<file path="config.mk">
export PLATFORM = sky130hd
export DESIGN_NAME = uart_tx_rx
export DESIGN_NICKNAME = d
export VERILOG_FILES = /design/src/rtl/uart_tx_rx.sv
export SDC_FILE = /design/constraint.sdc
export NUM_CORES = 1
export LEC_CHECK = 0
export CORE_MARGIN = 2
export CORE_UTILIZATION = 45
export DETAILED_ROUTE_END_ITERATION = 7
export DONT_BUFFER_PORTS = 1
export PLACE_DENSITY = 0.61
export SLEW_MARGIN = 25
export SYNTH_ARGS = -nofsm -noshare
export SYNTH_HDL_FRONTEND = slang
export SYNTH_SLANG_ARGS = --single-unit
export TNS_END_PERCENT = 100
</file>
<file path="constraint.sdc">
create_clock -name clk -period 5.06 [get_ports clk]
set_clock_uncertainty 0.15 [all_clocks]
set_input_delay 0.506 -clock clk [delete_from_list [all_inputs] [get_ports clk]]
set_output_delay 0.506 -clock clk [all_outputs]
set_load 0.01 [all_outputs]
</file>
<file path="src/rtl/uart_tx_rx.sv">
`default_nettype none
// ============================================================================
// Module   : uart_tx_rx
// Purpose  : Full-duplex 8N1 UART. The transmitter serialises a parallel word
//            on a start request, and the receiver deserialises the rx line and
//            pulses a valid strobe for each good frame. Both halves share one
//            clock and are otherwise fully independent.
// Revision : 1.0 - initial release
// ----------------------------------------------------------------------------
// Ports
//   clk            in   1       clock
//   arstn          in   1       synchronous active-low reset
//   tx_ready       in   1       TX start request (level-sampled while idle)
//   tx_data        in   W_DATA  word to send, captured at accept
//   tx_busy        out  1       TX frame in progress
//   tx             out  1       serial out, idle high
//   rx             in   1       serial in, asynchronous to clk
//   rx_data_valid  out  1       one-cycle pulse: rx_data holds a new word
//   rx_data        out  W_DATA  last received word
// ============================================================================
module uart_tx_rx #(
    parameter int CLK_FREQUENCY = 40_000_000,
    parameter int BITRATE       = 115200,
    parameter int W_PACKAGE     = 10,
    parameter int W_DATA        = 8
) (
    input  logic              clk,
    input  logic              arstn,
    input  logic              tx_ready,
    input  logic [W_DATA-1:0] tx_data,
    output logic              tx_busy,
    output logic              tx,
    input  logic              rx,
    output logic              rx_data_valid,
    output logic [W_DATA-1:0] rx_data
);

    localparam int BIT_PERIOD = CLK_FREQUENCY / BITRATE;
    localparam int W_CNT      = $clog2(BIT_PERIOD + 1);
    localparam int W_IDX      = $clog2(W_DATA + 1);
    // Payload bits in a frame: everything except the start and stop bits.
    localparam int c_N_DATA   = W_PACKAGE - 2;

    localparam logic [W_CNT-1:0] c_BIT_LAST = W_CNT'(BIT_PERIOD - 1);
    localparam logic [W_CNT-1:0] c_HALF_BIT = W_CNT'(BIT_PERIOD / 2);
    localparam logic [W_CNT-1:0] c_CNT_ONE  = W_CNT'(1);
    localparam logic [W_IDX-1:0] c_IDX_LAST = W_IDX'(c_N_DATA - 1);
    localparam logic [W_IDX-1:0] c_IDX_ONE  = W_IDX'(1);

    // ------------------------------------------------------------------------
    // Transmitter
    // ------------------------------------------------------------------------
    typedef enum logic [1:0] {
        TX_IDLE  = 2'd0,
        TX_START = 2'd1,
        TX_DATA  = 2'd2,
        TX_STOP  = 2'd3
    } tx_state_t;

    tx_state_t         tx_state_q, tx_state_d;
    logic [W_CNT-1:0]  tx_cnt_q,   tx_cnt_d;
    logic [W_IDX-1:0]  tx_idx_q,   tx_idx_d;
    logic [W_DATA-1:0] tx_shift_q, tx_shift_d;

    always_ff @(posedge clk) begin
        if (!arstn) begin
            tx_state_q <= TX_IDLE;
            tx_cnt_q   <= '0;
            tx_idx_q   <= '0;
            tx_shift_q <= '0;
        end else begin
            tx_state_q <= tx_state_d;
            tx_cnt_q   <= tx_cnt_d;
            tx_idx_q   <= tx_idx_d;
            tx_shift_q <= tx_shift_d;
        end
    end

    // tx is decoded straight from the state register, so the line reflects
    // the new state one cycle after the accept edge.
    always_comb begin
        tx_state_d = tx_state_q;
        tx_cnt_d   = tx_cnt_q;
        tx_idx_d   = tx_idx_q;
        tx_shift_d = tx_shift_q;
        tx_busy    = (tx_state_q != TX_IDLE);
        tx         = 1'b1;

        case (tx_state_q)
            TX_IDLE: begin
                if (tx_ready) begin
                    tx_state_d = TX_START;
                    tx_cnt_d   = '0;
                    tx_idx_d   = '0;
                    tx_shift_d = tx_data;
                end
            end
            TX_START: begin
                tx = 1'b0;
                if (tx_cnt_q == c_BIT_LAST) begin
                    tx_state_d = TX_DATA;
                    tx_cnt_d   = '0;
                end else begin
                    tx_cnt_d = tx_cnt_q + c_CNT_ONE;
                end
            end
            TX_DATA: begin
                tx = tx_shift_q[0];
                if (tx_cnt_q == c_BIT_LAST) begin
                    tx_cnt_d   = '0;
                    tx_shift_d = tx_shift_q >> 1;
                    tx_idx_d   = tx_idx_q + c_IDX_ONE;
                    if (tx_idx_q == c_IDX_LAST) begin
                        tx_state_d = TX_STOP;
                    end
                end else begin
                    tx_cnt_d = tx_cnt_q + c_CNT_ONE;
                end
            end
            TX_STOP: begin
                if (tx_cnt_q == c_BIT_LAST) begin
                    tx_state_d = TX_IDLE;
                    tx_cnt_d   = '0;
                end else begin
                    tx_cnt_d = tx_cnt_q + c_CNT_ONE;
                end
            end
            default: begin
                tx_state_d = TX_IDLE;
            end
        endcase
    end

    // ------------------------------------------------------------------------
    // Receiver
    // ------------------------------------------------------------------------
    // RX_BREAK parks the receiver after a framing error until the line is
    // released, so a held-low line is not mistaken for a new start bit.
    typedef enum logic [2:0] {
        RX_IDLE  = 3'd0,
        RX_START = 3'd1,
        RX_DATA  = 3'd2,
        RX_STOP  = 3'd3,
        RX_BREAK = 3'd4
    } rx_state_t;

    rx_state_t         rx_state_q, rx_state_d;
    logic [W_CNT-1:0]  rx_cnt_q,   rx_cnt_d;
    logic [W_IDX-1:0]  rx_idx_q,   rx_idx_d;
    logic [W_DATA-1:0] rx_shift_q, rx_shift_d;
    logic [W_DATA-1:0] rx_data_q,  rx_data_d;
    logic              rx_valid_q, rx_valid_d;
    logic              rx_meta_q, rx_sync_q, rx_prev_q;
    logic              w_rx_fall;
    logic              w_rx_tick;

    // Synchroniser and edge-history flops reset to the idle-high line level
    // so leaving reset never looks like a start edge.
    always_ff @(posedge clk) begin
        if (!arstn) begin
            rx_meta_q  <= 1'b1;
            rx_sync_q  <= 1'b1;
            rx_prev_q  <= 1'b1;
            rx_state_q <= RX_IDLE;
            rx_cnt_q   <= '0;
            rx_idx_q   <= '0;
            rx_shift_q <= '0;
            rx_data_q  <= '0;
            rx_valid_q <= 1'b0;
        end else begin
            rx_meta_q  <= rx;
            rx_sync_q  <= rx_meta_q;
            rx_prev_q  <= rx_sync_q;
            rx_state_q <= rx_state_d;
            rx_cnt_q   <= rx_cnt_d;
            rx_idx_q   <= rx_idx_d;
            rx_shift_q <= rx_shift_d;
            rx_data_q  <= rx_data_d;
            rx_valid_q <= rx_valid_d;
        end
    end

    assign w_rx_fall = rx_prev_q & ~rx_sync_q;
    // Down-counter: a half bit from the start edge, then a full bit between
    // samples, puts every sample near the middle of its bit.
    assign w_rx_tick = (rx_cnt_q == '0);

    always_comb begin
        rx_state_d = rx_state_q;
        rx_cnt_d   = rx_cnt_q;
        rx_idx_d   = rx_idx_q;
        rx_shift_d = rx_shift_q;
        rx_data_d  = rx_data_q;
        rx_valid_d = 1'b0;

        case (rx_state_q)
            RX_IDLE: begin
                if (w_rx_fall) begin
                    rx_state_d = RX_START;
                    rx_cnt_d   = c_HALF_BIT;
                end
            end
            RX_START: begin
                if (w_rx_tick) begin
                    if (!rx_sync_q) begin
                        rx_state_d = RX_DATA;
                        rx_cnt_d   = c_BIT_LAST;
                        rx_idx_d   = '0;
                    end else begin
                        // Line already back high: a glitch, not a start bit.
                        rx_state_d = RX_IDLE;
                    end
                end else begin
                    rx_cnt_d = rx_cnt_q - c_CNT_ONE;
                end
            end
            RX_DATA: begin
                if (w_rx_tick) begin
                    rx_shift_d = {rx_sync_q, rx_shift_q[W_DATA-1:1]};
                    rx_cnt_d   = c_BIT_LAST;
                    rx_idx_d   = rx_idx_q + c_IDX_ONE;
                    if (rx_idx_q == c_IDX_LAST) begin
                        rx_state_d = RX_STOP;
                    end
                end else begin
                    rx_cnt_d = rx_cnt_q - c_CNT_ONE;
                end
            end
            RX_STOP: begin
                if (w_rx_tick) begin
                    if (rx_sync_q) begin
                        // Returning to idle at mid stop bit lets the next
                        // start edge be caught for back-to-back frames.
                        rx_data_d  = rx_shift_q;
                        rx_valid_d = 1'b1;
                        rx_state_d = RX_IDLE;
                    end else begin
                        rx_state_d = RX_BREAK;
                    end
                end else begin
                    rx_cnt_d = rx_cnt_q - c_CNT_ONE;
                end
            end
            RX_BREAK: begin
                if (rx_sync_q) begin
                    rx_state_d = RX_IDLE;
                end
            end
            default: begin
                rx_state_d = RX_IDLE;
            end
        endcase
    end

    assign rx_data_valid = rx_valid_q;
    assign rx_data       = rx_data_q;

endmodule
`default_nettype wire

</file>
== Yosys cells after proc, flatten, opt, wreduce, memory -nomap -nowiden ==
Cells that the tools add are included.

* Register bits after elaboration: 59
* Logic and storage cells: 95

* Add/sub/neg operators: 4
* Eq/ne operators: 24
* Multiplexer cells: 36
* Bitwise gates (word level): 2
* Reductions and logical operators: 16

{| class="wikitable"
|+ Operators by type and width
! cell !! count
|-
| $mux 9 || 7
|-
| $pmux 9 s4 || 1
|-
| $ne 2x2->1 const B || 13
|-
| $mux 3 || 7
|-
| $mux 4 || 5
|-
| $pmux 9 s2 || 1
|-
| $mux 8 || 2
|-
| $pmux 4 s2 || 2
|-
| $pmux 8 s2 || 1
|-
| $pmux 3 s5 || 1
|-
| $mux 2 || 6
|-
| $add 9x1->9 const B || 1
|-
| $eq 9x9->1 const B || 1
|-
| $logic_not 9->1 || 1
|-
| $reduce_and 3->1 || 3
|-
| $sub 9x1->9 const B || 1
|-
| $add 4x1->4 const B || 2
|-
| $eq 4x3->1 const B || 2
|-
| $pmux 2 s4 || 1
|-
| $reduce_and 4->1 || 2
|-
| $eq 3x2->1 const B || 2
|-
| $reduce_and 6->1 || 1
|-
| $reduce_bool 2->1 || 3
|-
| $reduce_and 5->1 || 1
|-
| other kinds (14) || 15
|}

== Longest topological paths before layout ==
Gate-level depths: netlist of the first run.

* Depth in word-level cells: 4
* Gate-level depth with buffers: 8

== Worst setup path after synthesis of the first run ==
No wires, ideal clock.

* Kind: reg-to-reg
* From: reg rx_cnt_q[0]
* To: reg rx_state_q[1]
* Arrival time: 2.011 ns
* Data required time: 4.786 ns
* Slack: 2.775 ns
* Stages on the path, launching flop included: 8
* Cells stage by stage: dfxtp_1 -> inv_1 -> ha_1 -> or4b_4 -> or2_2 -> o21ai_0 -> mux2i_1 -> o21ai_0

* Cells in the longest elaborated chain, start to end: 3

{| class="wikitable"
|+ RTL lines
! item !! line !! RTL
|-
| start, declared || 148 || <nowiki>logic [W_CNT-1:0] rx_cnt_q, rx_cnt_d;</nowiki>
|-
| start signal, assigned || 175 || <nowiki>rx_cnt_q <= rx_cnt_d;</nowiki>
|-
| $logic_not 9->1 * || 186 || <nowiki>assign w_rx_tick = (rx_cnt_q == '0);</nowiki>
|-
| $ne 2x2->1 (no line) || n/a ||
|-
| $reduce_and 6->1 (no line) * || n/a ||
|-
| end signal, assigned || 174 || <nowiki>rx_state_q <= rx_state_d;</nowiki>
|-
| end, declared || 147 || <nowiki>rx_state_t rx_state_q, rx_state_d;</nowiki>
|}

Mark *: on every way between the ends. The rest lies on a longest branch, timed or not.
A chain may end at the register's enable or synchronous reset.

== Worst setup path in the final report of the first run ==
* From: reg rx_cnt_q[0]
* To: reg rx_data_q[7] (netlist: rx_data[7])

* Cells in the longest elaborated chain, start to end: 2

{| class="wikitable"
|+ RTL lines
! item !! line !! RTL
|-
| $logic_not 9->1 || 186 ||
|-
| $reduce_and 3->1 (no line) || n/a ||
|-
| end signal, assigned || 178 || <nowiki>rx_data_q <= rx_data_d;</nowiki>
|-
| end, declared || 151 || <nowiki>logic [W_DATA-1:0] rx_data_q, rx_data_d;</nowiki>
|}

No other way between the ends.

==> summary.md, run 1 <==
| Metric | Value |
|---|---|
| Net count after synthesis | around 350 |
| Final instance area | 0.00301 mm^2 |
| Post-CTS Setup Bufs | 0 |
| FF/Latch Area | between 0.001 and 0.0015 mm^2 |
| Crit Path Class | reg -> reg |
| CORE AREA | 0.00592 mm^2 |
| Tightest Pin Transition | between 0.7 and 0.8 ns |
| Largest cells by area after synthesis | dfxtp_1 43%, nor2_1 7.1%, a21oi_1 5.4% |
| Nets | ~350 |
| Worst path cell trace | inv_1, ha_1, or4b_4, nor4_1, nand4b_1, mux2i_1, nor2_1 |
| N_diodes | 0 |
| Final worst-path cycle share | 0.529 |
| CP endpoint kind | register |
| Area occupied by multi-input gates | roughly 0.0015 mm^2 |
| TritonCTS Sinks | 59 |
| # setup viols final | 0 |
| Post-synth top flop | dfxtp_1 |
| Vias per std cell | 5.58 |
| Lkg Pwr | 1.17 nW |
| Worst Hold Class | in -> reg |
| Net Sw Power | 412 uW |
| IO Count | 23 |
| CP max-delay cell | nand4b_1 |
| Mapped Cells | between 300 and 400 |
| Mean Syn Cell Area | 8.32 um^2 |
| Clock power share | 0.341 |
| Growth of design area from synthesis to finish | 9.06% |
| DRT iter0 DRCs | 103 |
| Fmax | 0.374 GHz |
| DPL Wire Length | 3610 um |
| Commonest cells post-synth | 59 x dfxtp_1, 52 x nor2_1, 31 x nand2_1 |
| Pwr dens | roughly 420 mW/mm^2 |
| Register area share after synthesis | 0.428 |
| Internal | 849 uW |
| CP max stage delay | 0.59 ns |
| Final hold vios | 0 |
| Chip Height | between 80 and 90 um |
| Placed cells | 393 |
| Clk_lat worst skew | 0.33 ns |
| Final Worst Setup Slack | 2.38 ns |
| Yosys warnings | 0 |
| Net Sw Frac | 0.327 |
| Clk pin slew, worst setup/hold paths | 0.07 ns |
| First-pass GRT wire length | 9140 um |
| Non-filler instance count after layout | 409 |
| CTS Root Cell | clkbuf_8 |
| Max Slew Vio Count | 0 |
| Final wirelength | 5390 um |
| Most frequent cell after synthesis | dfxtp_1 |
| Period minus WS final | 2.68 ns |
| Fillcell total | approximately 600 |
| Setup TNS | 0 ns |
| Post-synth ARST share | 0 |
| Comb pwr share | 0.229 |
| Clock Tree Buf Depth | 2 |
| Vias in the first global route | 2000 |
| RSZ-0062 raised after global routing | false |
| Post-synth top area share | 0.428 |
| DR vias | 2282 |
| Total power | 1.26 mW |
| Drt pass-1 iters | 4 |
| Die ar. | between 0.006 and 0.007 mm^2 |
| Startpoint types | register |
| Relative slew slack | 0.520 |
| Cts bufs inserted | 9 |
| Detail Route Antenna Nets | 0 |
| Worst EP arrival | 2.73 ns |
| VDD IR max | 0.000251 V |
| Routability cong. | 0.789 |
| Drt wl/cell | approximately 13 um |
| CP bufs+invs | 1 |
| EDFF count, synth | 0 |
| Max-cap viol count | 0 |
| CTS tree | built |
| Layout cell share with drive strength beyond 1 | 0.0838 |
| Worst path required time | 5.12 ns |
| Cts hold-fix bufs | 0 |
| Status | completed |
| Gr ovfl total | 0 |
| Max FO, Critical Path | 9 |
| Starting Density | 0.467 |
| Flop pwr share | 0.430 |
| Yosys cell types | 43 |
| DRC Markers | 0 |
| Die width | 82.4 um |
| Largest net degree at the start of global routing | 34 |
| Setup slack at placement | 2.36 ns |
| Syn Std Cell Area | 0.00276 mm^2 |
| Num rows | 28 |
| Tot GR Track Use | 0.175 |
| Post-cts resize count | 0 |
| Initial antenna violation count | 0 |
| Synth area leader | dfxtp_1 |
| Placed inst area | about 0.0028 mm^2 |
| CP top delay family | simple AND/OR/NAND/NOR gates |
| Yosys reg bits | 59 |
| CTS H-tree depth | 3 |
| Input/output buffers | 0 |
-- worst paths after layout --
path	cells after the start	slack (ns)	endpoint	startpoint
hold reg to reg	1	0.26	rx_sync_q	rx_meta_q
setup reg to reg	7	2.38	rx_data[7]	rx_cnt_q[0]
hold / removal	1	0.11	rx_meta_q	arstn
setup / recovery	7	2.38	rx_data[7]	rx_cnt_q[0]
-- sequential cells by signal (all words and copies together) (netlist names) --
| register | count |
|---|---|
| rx_cnt_q | 9 |
| rx_data | 8 |
| rx_data_valid | 1 |
| rx_idx_q | 4 |
| rx_meta_q | 1 |
| rx_prev_q | 1 |
| rx_shift_q | 8 |
| rx_state_q | 3 |
| rx_sync_q | 1 |
| tx_cnt_q | 9 |
| tx_idx_q | 4 |
| tx_shift_q | 8 |
| tx_state_q | 2 |
-- through the flow --
step,util,hold WS (ns)
6_report,0.509,0.114
4_1_cts,0.509,0.0878
3_5_place_dp,0.475,0.243
3_3_place_gp,0.474,0.243
5_1_grt,0.509,0.0942
2_1_floorplan,-,0.236
-- cells in the final DEF (no fill, tap or decap), types with 5 or more instances in the layout --
cell and instances:
dfxtp_1 59, nor2_1 52, nand2_1 31, a21oi_1 30, o21ai_0 17, mux2i_1 12, inv_1 11, nand3_1 11
ha_1 10, clkbuf_8 10, nand2b_1 8, o221ai_1 7, a31oi_1 7, nor3_1 5
-- per-layer routing --
layer  routed length, um  vias to the layer above  part of all wire  GRT usage
met5                   0                        -                 0          0
met1                2820                     1065              0.52      0.235
met2                2310                       31              0.43      0.260
li1                    -                     1180                 -          -
met4                  87                        0             0.016     0.0917
met3                 168                        6             0.031     0.0391
-- power groups by stage --
stage          clock network [mW]  registers, mW  logic, mW
3_5_place_dp                    0          0.551      0.294
2_1_floorplan                   0          0.542      0.245
4_1_cts                     0.444          0.541      0.294
3_3_place_gp                    0          0.549      0.288
6_report                    0.430          0.542      0.289
5_1_grt                     0.460          0.547      0.335
-- area by class of cell --
type | instances | share of cell area
Multi-Input combinational cell | 247 | 0.493
Sequential cell | 59 | 0.392
Clock buffer | 10 | 0.0457
Tap cell | 75 | 0.0311
Clock inverter | 6 | 0.0216
Inverter | 11 | 0.0137
Timing Repair Buffer | 1 | 0.00249
-- cell families (layout without fill, tap and decap cells) --
group,after synthesis,in the layout,share of synthesized area
AOI/OAI and AO/OA,86,86,0.198
adders and majority gates,10,10,0.0453
buffers and inverters,26,28,0.0362
DFF,59,59,0.428
muxes,13,13,0.0476
and+or+nand+nor,138,138,0.245
No activity file was read; power rests on OpenSTA's default activity.
==> run 2: changes to the inputs <==
- PLACE_DENSITY: 0.61 -> 0.63
- clock period: 5.06 -> 2.21 ns (I/O delays scaled with it)
==> run 2 against run 1 <==
Compared with the run above: the flow now finishes with violations (setup timing); combinational power grew to 2.8 times the previous value; register-to-register slack got worse by 2.4 ns; via count grew 5.9%; sequential power up 130%; wire length grew 15%; largest power group unchanged; maximum frequency up 21%; power grew to 2.6 times the previous value; largest cell class unchanged; highest routed layer unchanged; clock power rose to 2.8 times the previous value; flip-flop and latch count is the same.
==> summary.md, run 2 (synthesized netlist as in run 1, its figures left out) <==
| Metric | Value |
|---|---|
| Status | finished, violations left |
| Violated checks | setup timing |
| Tot GR Track Use | 0.189 (+0.0145) |
| FF-to-FF setup slack | -0.009 ns (-2.39 ns) |
| FF-to-FF path depth | 8 (+1) |
| IO Count | 23 (unchanged) |
| DRT iter0 DRCs | 97 (-5.8%) |
| CTS H-tree depth | 3 (unchanged) |
| CTS Root Cell | clkbuf_8 |
| Drt pass-1 iters | 4 (unchanged) |
| Fillcell total | 527 (-12%) |
| Vias in the first global route | 2215 (+11%) |
| Setup TNS | -0.0120 ns (-0.0120 ns) |
| Routability cong. | 0.815 (+3.3%) |
| Clk pin slew, worst setup/hold paths | 0.07 ns (about the same) |
| VDD IR max | 0.000650 V (+160%) |
| Starting Density | 0.467 (unchanged) |
| Min Hold Slack | 0.0601 ns (-0.0536 ns) |
| Worst path required time | 2.27 ns (-2.85 ns) |
| Largest registers | rx_cnt_q: 9 flops, tx_cnt_q: 9 flops |
| Die width | 82.4 um (unchanged) |
| Startpoint types | register |
| Clk_lat worst skew | 0.34 ns (about the same) |
| RR Startpoint | rx_cnt_q[0] |
| Pwr dens | 965 mW/mm^2 (+130%) |
| Gr ovfl total | 0 (unchanged) |
| Worst Hold Class | in -> reg |
| DRC Markers | 0 (unchanged) |
| Vias per std cell | 5.47 (-2.0%) |
| CORE AREA | 0.00592 mm^2 (unchanged) |
| Nets | 384 (+9.4%) |
| Largest net degree at the start of global routing | 21 (-38%) |
| Max FO, Critical Path | 9 (unchanged) |
| Most frequent cells in the layout | 58 x dfxtp_1, 51 x nor2_1, 31 x nand2_1 |
| Clock Tree Buf Depth | 2 (unchanged) |
| Final hold vios | 0 (unchanged) |
| FF/Latch Area | 0.00118 mm^2 (+0.11%) |
| Drt wl/cell | 14.0 um (+6.5%) |
| Cts bufs inserted | 9 (unchanged) |
| Worst hold stages | 4 (+3) |
| RSZ-0062 raised after global routing | true |
| Lkg Pwr | 1.35 nW (+16%) |
| Detail Route Antenna Nets | 0 (unchanged) |
| DR vias | 2417 (+5.9%) |
| Total power | 3.24 mW (+160%) |
| Hold Path Origin | tx_ready |
| Area occupied by multi-input gates | 0.00152 mm^2 (+1.9%) |
| Final wirelength | 6200 um (+15%) |
| CTS tree | built |
| Max Slew Vio Count | 0 (unchanged) |
| First-pass GRT wire length | 9810 um (+7.3%) |
| Crit Path Class | reg -> reg |
| Num rows | 28 (unchanged) |
| Growth of design area from synthesis to finish | 21.4% |
| Chip Height | 82.4 um (unchanged) |
| Period minus WS final | 2.22 ns (-0.458 ns) |
| Max-cap viol count | 0 (unchanged) |
| Layout cell share with drive strength beyond 1 | 0.158 (+0.0742) |
| Input/output buffers | 0 (unchanged) |
| Tightest Pin Transition | 0.831 ns (+0.115 ns) |
| Initial antenna violation count | 0 (unchanged) |
| CP endpoint kind | register |
| RR Endpoint | rx_data[7] |
| N_diodes | 0 (unchanged) |
| Final worst-path cycle share | 1.00 (+0.475) |
| DPL Wire Length | 4050 um (+12%) |
| TritonCTS Sinks | 59 (unchanged) |
| Worst EP arrival | 2.28 ns (-0.45 ns) |
| Final Worst Setup Slack | -0.00851 ns (-2.39 ns) |
| Most common cell after layout, fill and taps aside | dfxtp_1 |
| Setup slack at placement | -0.0753 ns (-2.44 ns) |
| Fmax | 0.451 GHz (+21%) |
| Die ar. | 0.00678 mm^2 (unchanged) |
| Hold EP | tx_shift_q[7] |
| Relative slew slack | 0.444 (-0.0755) |
| # setup viols final | 2 (+2) |
## run 2: routing by layer
metal,vias up,share of wire,routed length (um),track usage
met5,-,0,0,0
met4,0,0.0077,48,0.0650
met3,6,0.044,270,0.0707
met2,56,0.47,2910,0.308
met1,1104,0.48,2970,0.229
li1,1251,-,-,-
## run 2: worst max path at each step
stage                start          end  slack (ns)  cells past startpoint
6_report       rx_cnt_q[0]   rx_data[7]      -0.009                      8
3_5_place_dp   rx_cnt_q[1]  rx_idx_q[3]       -0.08                      6
3_3_place_gp   rx_cnt_q[1]  rx_idx_q[3]       -0.03                      6
4_1_cts        rx_cnt_q[0]  rx_idx_q[3]       -0.03                      6
2_1_floorplan  rx_cnt_q[1]  rx_idx_q[2]       0.008                      7
5_1_grt        rx_cnt_q[0]  rx_idx_q[3]       -0.09                      6
## run 2: per-stage QoR
stage	instance area, um^2	cells	util
finish	3350	442	0.567
global route	3350	442	0.567
CTS	3320	441	0.560
detailed placement	2970	414	0.501
global placement	2970	414	0.501
floorplan	2770	332	-
## run 2: worst max-delay path, cell delays in order, from the launching register on
cell and delay [ns]:
dfxtp_1 0.31, inv_1 0.07, ha_2 0.17, or4b_4 0.48
nor4_1 0.33, nand4b_1 0.14, buf_4 0.22, mux2i_1 0.16
nor2_1 0.05
## run 2: repair_timing
action,4_1_cts,5_1_grt
hold buffers,10,0
cloned,0,1
pin swaps,2,3
endpoints found under the hold margin,22,0
gates resized for setup,3,8
endpoints found under the setup margin,3,24
buffers inserted,1,0
## run 2: area by class of cell
cell class / count / share of cell area
well taps: 75 / 0.0280
clock buffers: 9 / 0.0369
flip-flops and latches: 59 / 0.352
multi-input cells: 247 / 0.452
repair buffers: 34 / 0.0839
clock inverters: 7 / 0.0347
inverters: 11 / 0.0123
## run 2: power breakdown
part / internal (mW) / total [mW] / switching (mW)
sequential: 1.16 / 1.23 / 0.0718
clock: 0.746 / 1.19 / 0.442
combinational: 0.330 / 0.817 / 0.487
total: 2.24 / 3.24 / 1.00
